**src/rtl/risc_pkg.sv**
```systemverilog
// Shared opcodes, widths and the LM/SM sequencer state type.
package risc_pkg;

  localparam int ADDR_W = 16;
  localparam int MASK_W = 8;
  localparam int REG_W  = 3;

  localparam logic [3:0] OPC_LM = 4'b1100;
  localparam logic [3:0] OPC_SM = 4'b1101;

  typedef enum logic {
    IDLE  = 1'b0,
    ISSUE = 1'b1
  } lmsm_state_t;

  // True for either multi-register memory opcode
  function automatic logic is_lmsm(input logic [3:0] opc);
    return (opc == OPC_LM) || (opc == OPC_SM);
  endfunction

endpackage

```
**src/rtl/lmsm_prio_enc.sv**
```systemverilog
// MSB-first priority encoder: mask bit 7 maps to register 0, bit 0 to register 7.
module lmsm_prio_enc
  import risc_pkg::*;
#(
  parameter int MASK_W = risc_pkg::MASK_W,
  parameter int REG_W  = risc_pkg::REG_W
) (
  input  logic [MASK_W-1:0] mask,
  output logic              any,
  output logic [REG_W-1:0]  idx,
  output logic              single
);

  // Scan upward so the highest set bit is the last to write idx
  always_comb begin
    idx = '0;
    for (int i = 0; i < MASK_W; i++) begin
      if (mask[i]) idx = REG_W'(MASK_W - 1 - i);
    end
  end

  assign any    = |mask;
  assign single = any && ((mask & (mask - MASK_W'(1))) == '0);

endmodule

```
**src/rtl/lmsm_sequencer.sv**
```systemverilog
// LM/SM sequencer: expands one load/store-multiple into per-register micro-ops
// issued R0 first, stalling fetch/decode until the final micro-op is accepted.
module lmsm_sequencer
  import risc_pkg::*;
#(
  parameter int ADDR_W = risc_pkg::ADDR_W,
  parameter int MASK_W = risc_pkg::MASK_W,
  parameter int REG_W  = risc_pkg::REG_W
) (
  input  logic              clk,
  input  logic              rst,
  input  logic              start,
  input  logic [3:0]        opcode,
  input  logic [MASK_W-1:0] imm_mask,
  input  logic [ADDR_W-1:0] base_addr,
  input  logic              flush,
  input  logic              uop_ready,
  output logic              uop_valid,
  output logic              uop_is_load,
  output logic [REG_W-1:0]  uop_reg,
  output logic [ADDR_W-1:0] uop_addr,
  output logic              uop_last,
  output logic              stall,
  output logic              done
);

  lmsm_state_t       r_state;
  logic [MASK_W-1:0] r_mask;
  logic [ADDR_W-1:0] r_addr;
  logic              r_is_load;
  logic              r_done;

  logic              w_any;
  logic [REG_W-1:0]  w_idx;
  logic              w_single;
  logic              w_accept;
  logic              w_launch;
  logic              w_empty_op;
  logic [MASK_W-1:0] w_clr;

  lmsm_prio_enc #(
    .MASK_W (MASK_W),
    .REG_W  (REG_W)
  ) u_enc (
    .mask   (r_mask),
    .any    (w_any),
    .idx    (w_idx),
    .single (w_single)
  );

  assign w_accept   = (r_state == ISSUE) && uop_ready;
  assign w_launch   = (r_state == IDLE) && start && is_lmsm(opcode) && (imm_mask != '0);
  assign w_empty_op = (r_state == IDLE) && start && is_lmsm(opcode) && (imm_mask == '0);
  // One-hot of the mask bit belonging to the register being issued
  assign w_clr      = MASK_W'(1) << (REG_W'(MASK_W - 1) - w_idx);

  // FSM with mask/address bookkeeping; flush overrides start and handshake
  always_ff @(posedge clk) begin
    if (rst) begin
      r_state   <= IDLE;
      r_mask    <= '0;
      r_addr    <= '0;
      r_is_load <= 1'b0;
      r_done    <= 1'b0;
    end else begin
      r_done <= 1'b0;
      if (flush) begin
        r_state <= IDLE;
        r_mask  <= '0;
      end else begin
        case (r_state)
          IDLE: begin
            if (w_launch) begin
              r_mask    <= imm_mask;
              r_addr    <= base_addr;
              r_is_load <= (opcode == OPC_LM);
              r_state   <= ISSUE;
            end else if (w_empty_op) begin
              r_done <= 1'b1;
            end
          end
          ISSUE: begin
            if (w_accept) begin
              r_mask <= r_mask & ~w_clr;
              r_addr <= r_addr + ADDR_W'(1);
              if (w_single || !w_any) begin
                r_state <= IDLE;
                r_done  <= 1'b1;
              end
            end
          end
          default: r_state <= IDLE;
        endcase
      end
    end
  end

  // Output muxing: micro-op fields are zeroed whenever no micro-op is present
  always_comb begin
    uop_valid   = (r_state == ISSUE);
    uop_is_load = uop_valid ? r_is_load : 1'b0;
    uop_reg     = uop_valid ? w_idx     : '0;
    uop_addr    = uop_valid ? r_addr    : '0;
    uop_last    = uop_valid ? w_single  : 1'b0;
    stall       = (r_state == ISSUE) || w_launch;
    done        = r_done;
  end

endmodule

```
**config.mk**
```make
export PLATFORM = sky130hd
export DESIGN_NAME = lmsm_sequencer
export DESIGN_NICKNAME = d
export VERILOG_FILES = /design/src/rtl/risc_pkg.sv /design/src/rtl/lmsm_prio_enc.sv /design/src/rtl/lmsm_sequencer.sv
export SDC_FILE = /design/constraint.sdc
export NUM_CORES = 1
export LEC_CHECK = 0
export CAP_MARGIN = 20
export CORE_MARGIN = 5
export CORE_UTILIZATION = 52
export DETAILED_ROUTE_END_ITERATION = 10
export PLACE_DENSITY = 0.85
export SLEW_MARGIN = 20
export SYNTH_ARGS = -nofsm -noshare
export SYNTH_HDL_FRONTEND = slang
export SYNTH_SLANG_ARGS = --single-unit
```
**constraint.sdc**
```tcl
create_clock -name clk -period 3 [get_ports clk]
set_input_delay 0.6 -clock clk [delete_from_list [all_inputs] [get_ports clk]]
set_output_delay 0.6 -clock clk [all_outputs]
set_load 0.02 [all_outputs]
```
==> results by group, run 1 <==
Global route
  – Total track usage: between 20% and 30%
  – Largest net degree at the start of global routing: 32
  – Vias in the first global route: 2133
  – GRT overflow: 0
  – Initial antenna violation count: 0
  – First-pass GRT wire length: roughly 10000 um

Final layout
  – Fin util: between 70 and 80%
  – Layout cell share with drive strength beyond 1: 12.3%
  – Post-Layout Cell Count: 368
  – ANT cells: 0
  – Multi-input gate area: between 1000 and 1500 um2
  – FF+latch area: about 540 um2
  – Fill cell count: 324
  – Final Net Count: 353
  – Synthesis-to-finish area growth: 33.0%

Worst setup path
  – CP Capture Type: primary output
  – Critical Path Fanout Max: 2
  – CP Data Required Time: 2.40 ns
  – CP Class: input pin to primary output
  – CP arrival: 2.24 ns
  – Critical Path Start Type: input pin

Floorplan
  – Die area: 5360 um2
  – Die extent in x: roughly 73 um
  – Core Region: 3940 um2
  – # rows: 23
  – Ports: 57
  – Starting Density: 52.7%
  – Die Span Y: 73.2 um

Synthesis
  – Top cells by area, synth: dfxtp_1 26%, o32ai_2 7.8%, nand2_1 5.1%
  – Most common cell in the synthesized netlist: nand2_1
  – Async SR Flop Fraction: 0%
  – Net Count, Synth: 300
  – Synth area leader: dfxtp_1
  – Mapped Area: around 2100 um2
  – Syn Inst Count: around 270
  – Sequential-to-total area share from yosys stat: 26.0%
  – Synth unique cells: 57
  – Post-Syn Area per Cell: 7.82 um2
  – Seq cells post-synth: 27
  – Synth cell count leaders: 28 x nand2_1, 27 x dfxtp_1, 18 x nor3_1
  – Top-area cell type share of the netlist area: between 20% and 30%
  – Post-synth EDFFs: 0
  – Post-synth top flop: dfxtp_1
  – Yosys warning count: 0

Power and ir drop
  – Internal: 0.524 mW
  – P_leak: slightly above 0.9 nW
  – Peak supply drop: around 210 uV
  – Psw: between 0.15 and 0.2 mW
  – Net Sw Frac: between 20% and 30%
  – Combinational share of power: ~17%
  – Pwr dens: 258 nW/um2
  – Flop pwr share: 52.0%
  – Clk pwr share: 31.3%
  – Power Total: around 0.71 mW

Timing
  – Max_slew headroom: between 40% and 50%
  – Final period util: 94.7%
  – Unrepaired setup endpoints after global routing: false
  – Peak Freq: 352 MHz
  – Final Hold Viols: 0
  – Worst-Margin Slew: 0.759 ns
  – Final setup violation count: 0
  – Setup TNS: 0 ns
  – Worst Clk Skew: roughly 0.0068 ns
  – Final WS setup: 0.160 ns
  – Slew Viols, Final: 0
  – Minimum clock period: 2.84 ns

Place
  – Placed Cells: 364
  – Port Buffers: 56
  – Pre-CTS WS: 0.165 ns
  – Dpl hpwl: 4620 um
  – Gpl congestion: 0.979

CTS
  – Hold-fix buffers, CTS: 0
  – Post-CTS Setup Inserts: 0
  – CTS tree: done
  – Clk Latency, worst-skew pair: 0.29 ns
  – Clock buffer depth: 2
  – Htree depth: 1
  – Post-CTS sizing: 0
  – Reg clk slew, reported paths: 0.10 ns
  – Total CTS buffers: 3
  – Number of clock sinks seen by CTS: 27
  – CTS Root Cell: clkbuf_8

Hold path
  – HP Class: flip-flop to flip-flop

Routing
  – First-pass DRT Iterations: 5
  – Final wirelength: 6460 um
  – WL per Instance: 17.6 um
  – Vias/cell: 6.39
  – DRT iter0 DRCs: 250
  – DR vias: 2351
  – Drt drc: 0
  – Routed Antenna Nets: 0

Job
  – Max-cap violations: 0

Outcome
  – Status: finished clean
[stage by stage]
step,hold slack [ns],instance area (um2)
floorplan,0.450,2080
global placement,0.466,2720
detailed placement,0.479,2720
CTS,0.491,2760
global route,0.525,2770
finish,0.486,2770
[placed cells by master, fill, tap and decap left out, types with 7 or more instances in the layout]
cell type / n
a21oi_1: 11
a221oi_1: 7
and2_1: 15
buf_4: 15
clkdlybuf4s50_1: 55
dfxtp_1: 27
inv_1: 9
nand2_1: 28
nand3_1: 11
nor2_1: 15
nor3_1: 18
nor4_1: 8
o32ai_2: 10
[metal layers]
metal  track usage [%]  vias to the layer above  share of wire, %
met4              10.0                        0               2.2
met3              2.48                       15               7.9
met2              36.2                      117                46
li1                  -                     1123                 -
met1              35.3                     1096                44
met5                 0                        -                 0
[cell type report]
cell class,count,share of cell area [%]
multi-input cells,207,50.9
clock buffers,4,1.63
repair buffers,71,24.4
flip-flops and latches,27,19.5
well taps,50,2.26
inverters,9,1.22
[critical path, stage by stage]
cell,delay (ns)
clkdlybuf4s50_1,0.43
nor4_2,0.35
a211o_1,0.22
nand2_1,0.08
clkdlybuf4s50_1,0.55
[cell families (layout without fill, tap and decap cells)]
| kind of cell | Yosys count | count (layout) | synth area share [%] |
|---|---|---|---|
| and+or+nand+nor | 123 | 123 | 31.9 |
| AOI/OAI and AO/OA | 81 | 81 | 34.2 |
| buffers and inverters | 32 | 84 | 6.32 |
| DFF | 27 | 27 | 26.0 |
| adders and majority gates | 2 | 2 | 1.08 |
| muxes | 1 | 1 | 0.481 |
[power by group through the flow]
stage / sequential (mW) / clock [mW] / combinational [mW]
2_1_floorplan: 0.376 / 0 / 0.0562
3_3_place_gp: 0.379 / 0 / 0.117
3_5_place_dp: 0.379 / 0 / 0.118
4_1_cts: 0.371 / 0.225 / 0.119
5_1_grt: 0.372 / 0.235 / 0.128
6_report: 0.371 / 0.223 / 0.120
[final timing paths]
kind / slack, ns / endpoint / cells after the start / from
hold reg to reg: 0.49 / r_is_load$_SDFFE_PP0P_ / 2 / r_is_load$_SDFFE_PP0P_
setup / recovery: 0.16 / stall / 5 / imm_mask[2]
setup reg to reg: 0.91 / r_addr[15]$_SDFFE_PP0P_ / 4 / r_addr[3]$_SDFFE_PP0P_
hold / removal: 0.49 / r_is_load$_SDFFE_PP0P_ / 2 / r_is_load$_SDFFE_PP0P_
[flip-flops by register name, indices dropped and copies added, names as in the netlist]
| signal | flops |
|---|---|
| r_addr | 16 |
| uop_valid | 1 |
| r_mask | 8 |
| done | 1 |
| r_is_load | 1 |
Note: power is estimated with default switching activity, not from simulation.
==> run 2: changes to the inputs <==
- ABC_AREA: unset -> 1
- CORE_UTILIZATION: 52 -> 51
- PLACE_DENSITY: 0.85 -> 0.86
==> run 2 against run 1 <==
- utilization down 0.75 points
- setup slack better by 0.030 ns
- sequential cell count unchanged
- sequential share of layout area up 1.9 points
- first-iteration DRC count down 37%
- hold slack worse by 0.019 ns
- synthesized cell count up 17%
- critical path type unchanged
- highest routed layer unchanged
==> results by group, run 2 <==
Final layout
  – Largest registers: r_addr x16, r_mask x8 (unchanged)
  – Fin util: 69.4% (was 70.1%)
  – Max reg flops: 16 (unchanged)
  – ANT cells: 0 (unchanged)
  – Top reg by flops: r_addr (unchanged)
  – Final Net Count: 399 (was 353)
  – Most frequent cells in the layout: 91 x nand2_1, 55 x clkdlybuf4s50_1, 36 x inv_1, 34 x nor2_1, 27 x dfxtp_1 (was 55 x clkdlybuf4s50_1, 28 x nand2_1, 27 x dfxtp_1, 18 x nor3_1)
  – Layout cell share with drive strength beyond 1: 7.14% (was 12.3%)
  – Most common cell after layout, fill and taps aside: nand2_1 (was clkdlybuf4s50_1)
  – Synthesis-to-finish area growth: 33.6% (was 33.0%)

Hold path
  – Hold Path Depth: 2 (unchanged)
  – HP Class: flip-flop to flip-flop (unchanged)

Global route
  – Total track usage: 19.1% (was 24.3%)
  – Initial antenna violation count: 0 (unchanged)
  – Vias in the first global route: 2023 (was 2133)
  – GRT overflow: 0 (unchanged)
  – Largest net degree at the start of global routing: 31 (was 32)
  – First-pass GRT wire length: 8210 um (was 10300 um)

Routing
  – Vias/cell: 5.20 (was 6.39)
  – Drt drc: 0 (unchanged)
  – DR vias: 2144 (was 2351)
  – DRT iter0 DRCs: 157 (was 250)
  – WL per Instance: 11.6 um (was 17.6 um)
  – First-pass DRT Iterations: 4 (was 5)
  – Routed Antenna Nets: 0 (unchanged)
  – Final wirelength: 4800 um (was 6460 um)

Synthesis
  – Seq cells post-synth: 27 (unchanged)
  – Top cells by area, synth: dfxtp_1 29%, nand2_1 18%, inv_1 7.2% (was dfxtp_1 26%, o32ai_2 7.8%, nand2_1 5.1%)
  – Yosys warning count: 0 (unchanged)
  – Async SR Flop Fraction: 0% (unchanged)
  – Post-Syn Area per Cell: 6.09 um2 (was 7.82 um2)
  – Synth cell count leaders: 91 x nand2_1, 36 x inv_1, 34 x nor2_1 (was 28 x nand2_1, 27 x dfxtp_1, 18 x nor3_1)
  – Most common cell in the synthesized netlist: nand2_1 (unchanged)
  – Mapped Area: 1890 um2 (was 2080 um2)
  – Net Count, Synth: 344 (was 300)
  – Sequential-to-total area share from yosys stat: 28.6% (was 26.0%)
  – Top-area cell type share of the netlist area: 28.6% (was 26.0%)
  – Synth area leader: dfxtp_1 (unchanged)
  – Synth unique cells: 35 (was 57)
  – Post-synth EDFFs: 0 (unchanged)
  – Post-synth top flop: dfxtp_1 (unchanged)
  – Syn Inst Count: 310 (was 266)

CTS
  – Hold-fix buffers, CTS: 0 (unchanged)
  – Total CTS buffers: 3 (unchanged)
  – CTS tree: done (unchanged)
  – Number of clock sinks seen by CTS: 27 (unchanged)
  – Clock buffer depth: 2 (unchanged)
  – Reg clk slew, reported paths: 0.09 ns (was 0.10 ns)
  – CTS Root Cell: clkbuf_8 (unchanged)
  – Htree depth: 1 (unchanged)
  – Clk Latency, worst-skew pair: 0.27 ns (was 0.29 ns)

Floorplan
  – Starting Density: 51.9% (was 52.7%)
  – # rows: 22 (was 23)
  – Core Region: 3630 um2 (was 3940 um2)
  – Die Span Y: 70.8 um (was 73.2 um)
  – Ports: 57 (unchanged)
  – Die extent in x: 70.8 um (was 73.2 um)
  – Die area: 5020 um2 (was 5360 um2)

Worst setup path
  – Critical Path Start Type: input pin (unchanged)
  – CP Class: input pin to primary output (unchanged)
  – CP Capture Type: primary output (unchanged)
  – CP Data Required Time: 2.40 ns (about the same)
  – CP arrival: 2.21 ns (was 2.24 ns)
  – Critical Path Fanout Max: 2 (unchanged)
  – Worst Reg2Reg Path Length in Cells: 11 (was 4)

Timing
  – Worst-Margin Slew: 0.454 ns (was 0.759 ns)
  – Peak Freq: 356 MHz (was 352 MHz)
  – Setup TNS: 0 ns (unchanged)
  – Final setup violation count: 0 (unchanged)
  – Slew Viols, Final: 0 (unchanged)
  – Final period util: 93.7% (was 94.7%)
  – Worst Clk Skew: 0.00340 ns (was 0.00681 ns)
  – Final Hold Viols: 0 (unchanged)
  – Max_slew headroom: 69.7% (was 49.2%)
  – Minimum clock period: 2.81 ns (was 2.84 ns)
  – Unrepaired setup endpoints after global routing: false (unchanged)

Place
  – Dpl hpwl: 3660 um (was 4620 um)
  – Gpl congestion: 0.912 (was 0.979)
  – Port Buffers: 56 (unchanged)

Power and ir drop
  – Pwr dens: 274 nW/um2 (was 258 nW/um2)
  – P_leak: 1.13 nW (was 0.927 nW)
  – Peak supply drop: 194 uV (was 208 uV)
  – Power Total: 0.690 mW (was 0.714 mW)

Outcome
  – Status: finished clean (unchanged)

Job
  – Max-cap violations: 0 (unchanged)
[run 2: cell count changes in the layout (fill, tap and decap cells not counted), moves of 7 or more]
| cell | delta |
|---|---|
| nand2_1 | +63 |
| and2_1 | -15 |
| inv_1 | +27 |
| o21ai_0 | +7 |
| nand3_1 | +8 |
| o32ai_2 | -10 |
| nor3_1 | -9 |
| nor2_1 | +19 |
| o21ai_1 | +13 |
| buf_4 | -11 |
| a21oi_1 | +10 |
[run 2: worst max-delay path, stage by stage]
cell,delay [ns]
clkdlybuf4s50_1,0.45
nand2_1,0.06
or2_4,0.26
nor2_8,0.10
nand2_4,0.05
nand2_1,0.08
clkdlybuf4s50_1,0.61
[run 2: layer usage]
metal / track usage (%) / share of wire [%]
met1: 22.0 / 44
met3: 4.83 / 7.3
met5: 0 / 0
met4: 4.38 / 0.94
met2: 35.1 / 48
[run 2: repair_timing]
action                                  in CTS  in global routing
resized for setup                            0                  1
setup buffers                                0                  0
endpoints found under the setup margin       0                  1
hold endpoints to repair                     0                  0
[run 2: metrics by stage]
step | std cells | instance area [um2] | hold WS (ns) | setup WS, ns
3_5_place_dp | 408 | 2470 | 0.460 | 0.194
3_3_place_gp | 408 | 2470 | 0.447 | 0.206
5_1_grt | 412 | 2520 | 0.507 | 0.127
4_1_cts | 412 | 2520 | 0.473 | 0.0488
2_1_floorplan | 310 | 1890 | 0.439 | 0.934
6_report | 412 | 2520 | 0.467 | 0.190
[run 2: power breakdown]
group	switching, mW	internal [mW]	leakage [nW]
Clock	0.117	0.0931	0.0255
Sequential	0.00710	0.365	0.218
Combinational	0.0485	0.0594	0.882
[run 2: kinds of logic after synthesis]
group / count (synthesis) / synth area share, %
compound gates: 59 / 17.0
fa+ha+maj: 1 / 0.663
buf+inv: 49 / 11.3
flops: 27 / 28.6
simple gates: 174 / 42.4
[run 2: final timing paths]
kind / start / end / slack (ns)
worst max-delay path: opcode[2] / stall / 0.19
worst min-delay path: r_mask[2]$_SDFFE_PP0P_ / r_mask[2]$_SDFFE_PP0P_ / 0.47
worst max register to register: uop_valid$_SDFF_PP0_ / r_addr[15]$_SDFFE_PP0P_ / 1.09
worst min register to register: r_mask[2]$_SDFFE_PP0P_ / r_mask[2]$_SDFFE_PP0P_ / 0.47
[run 2: final cells by class]
type	count	area (um2)
tap	48	60.1
fill	328	1110
timing repair buffer	60	593
clock buffer	3	41.3
sequential	27	541
clock inverter	1	5.00
inverter	39	148
multi-input combinational	234	1130
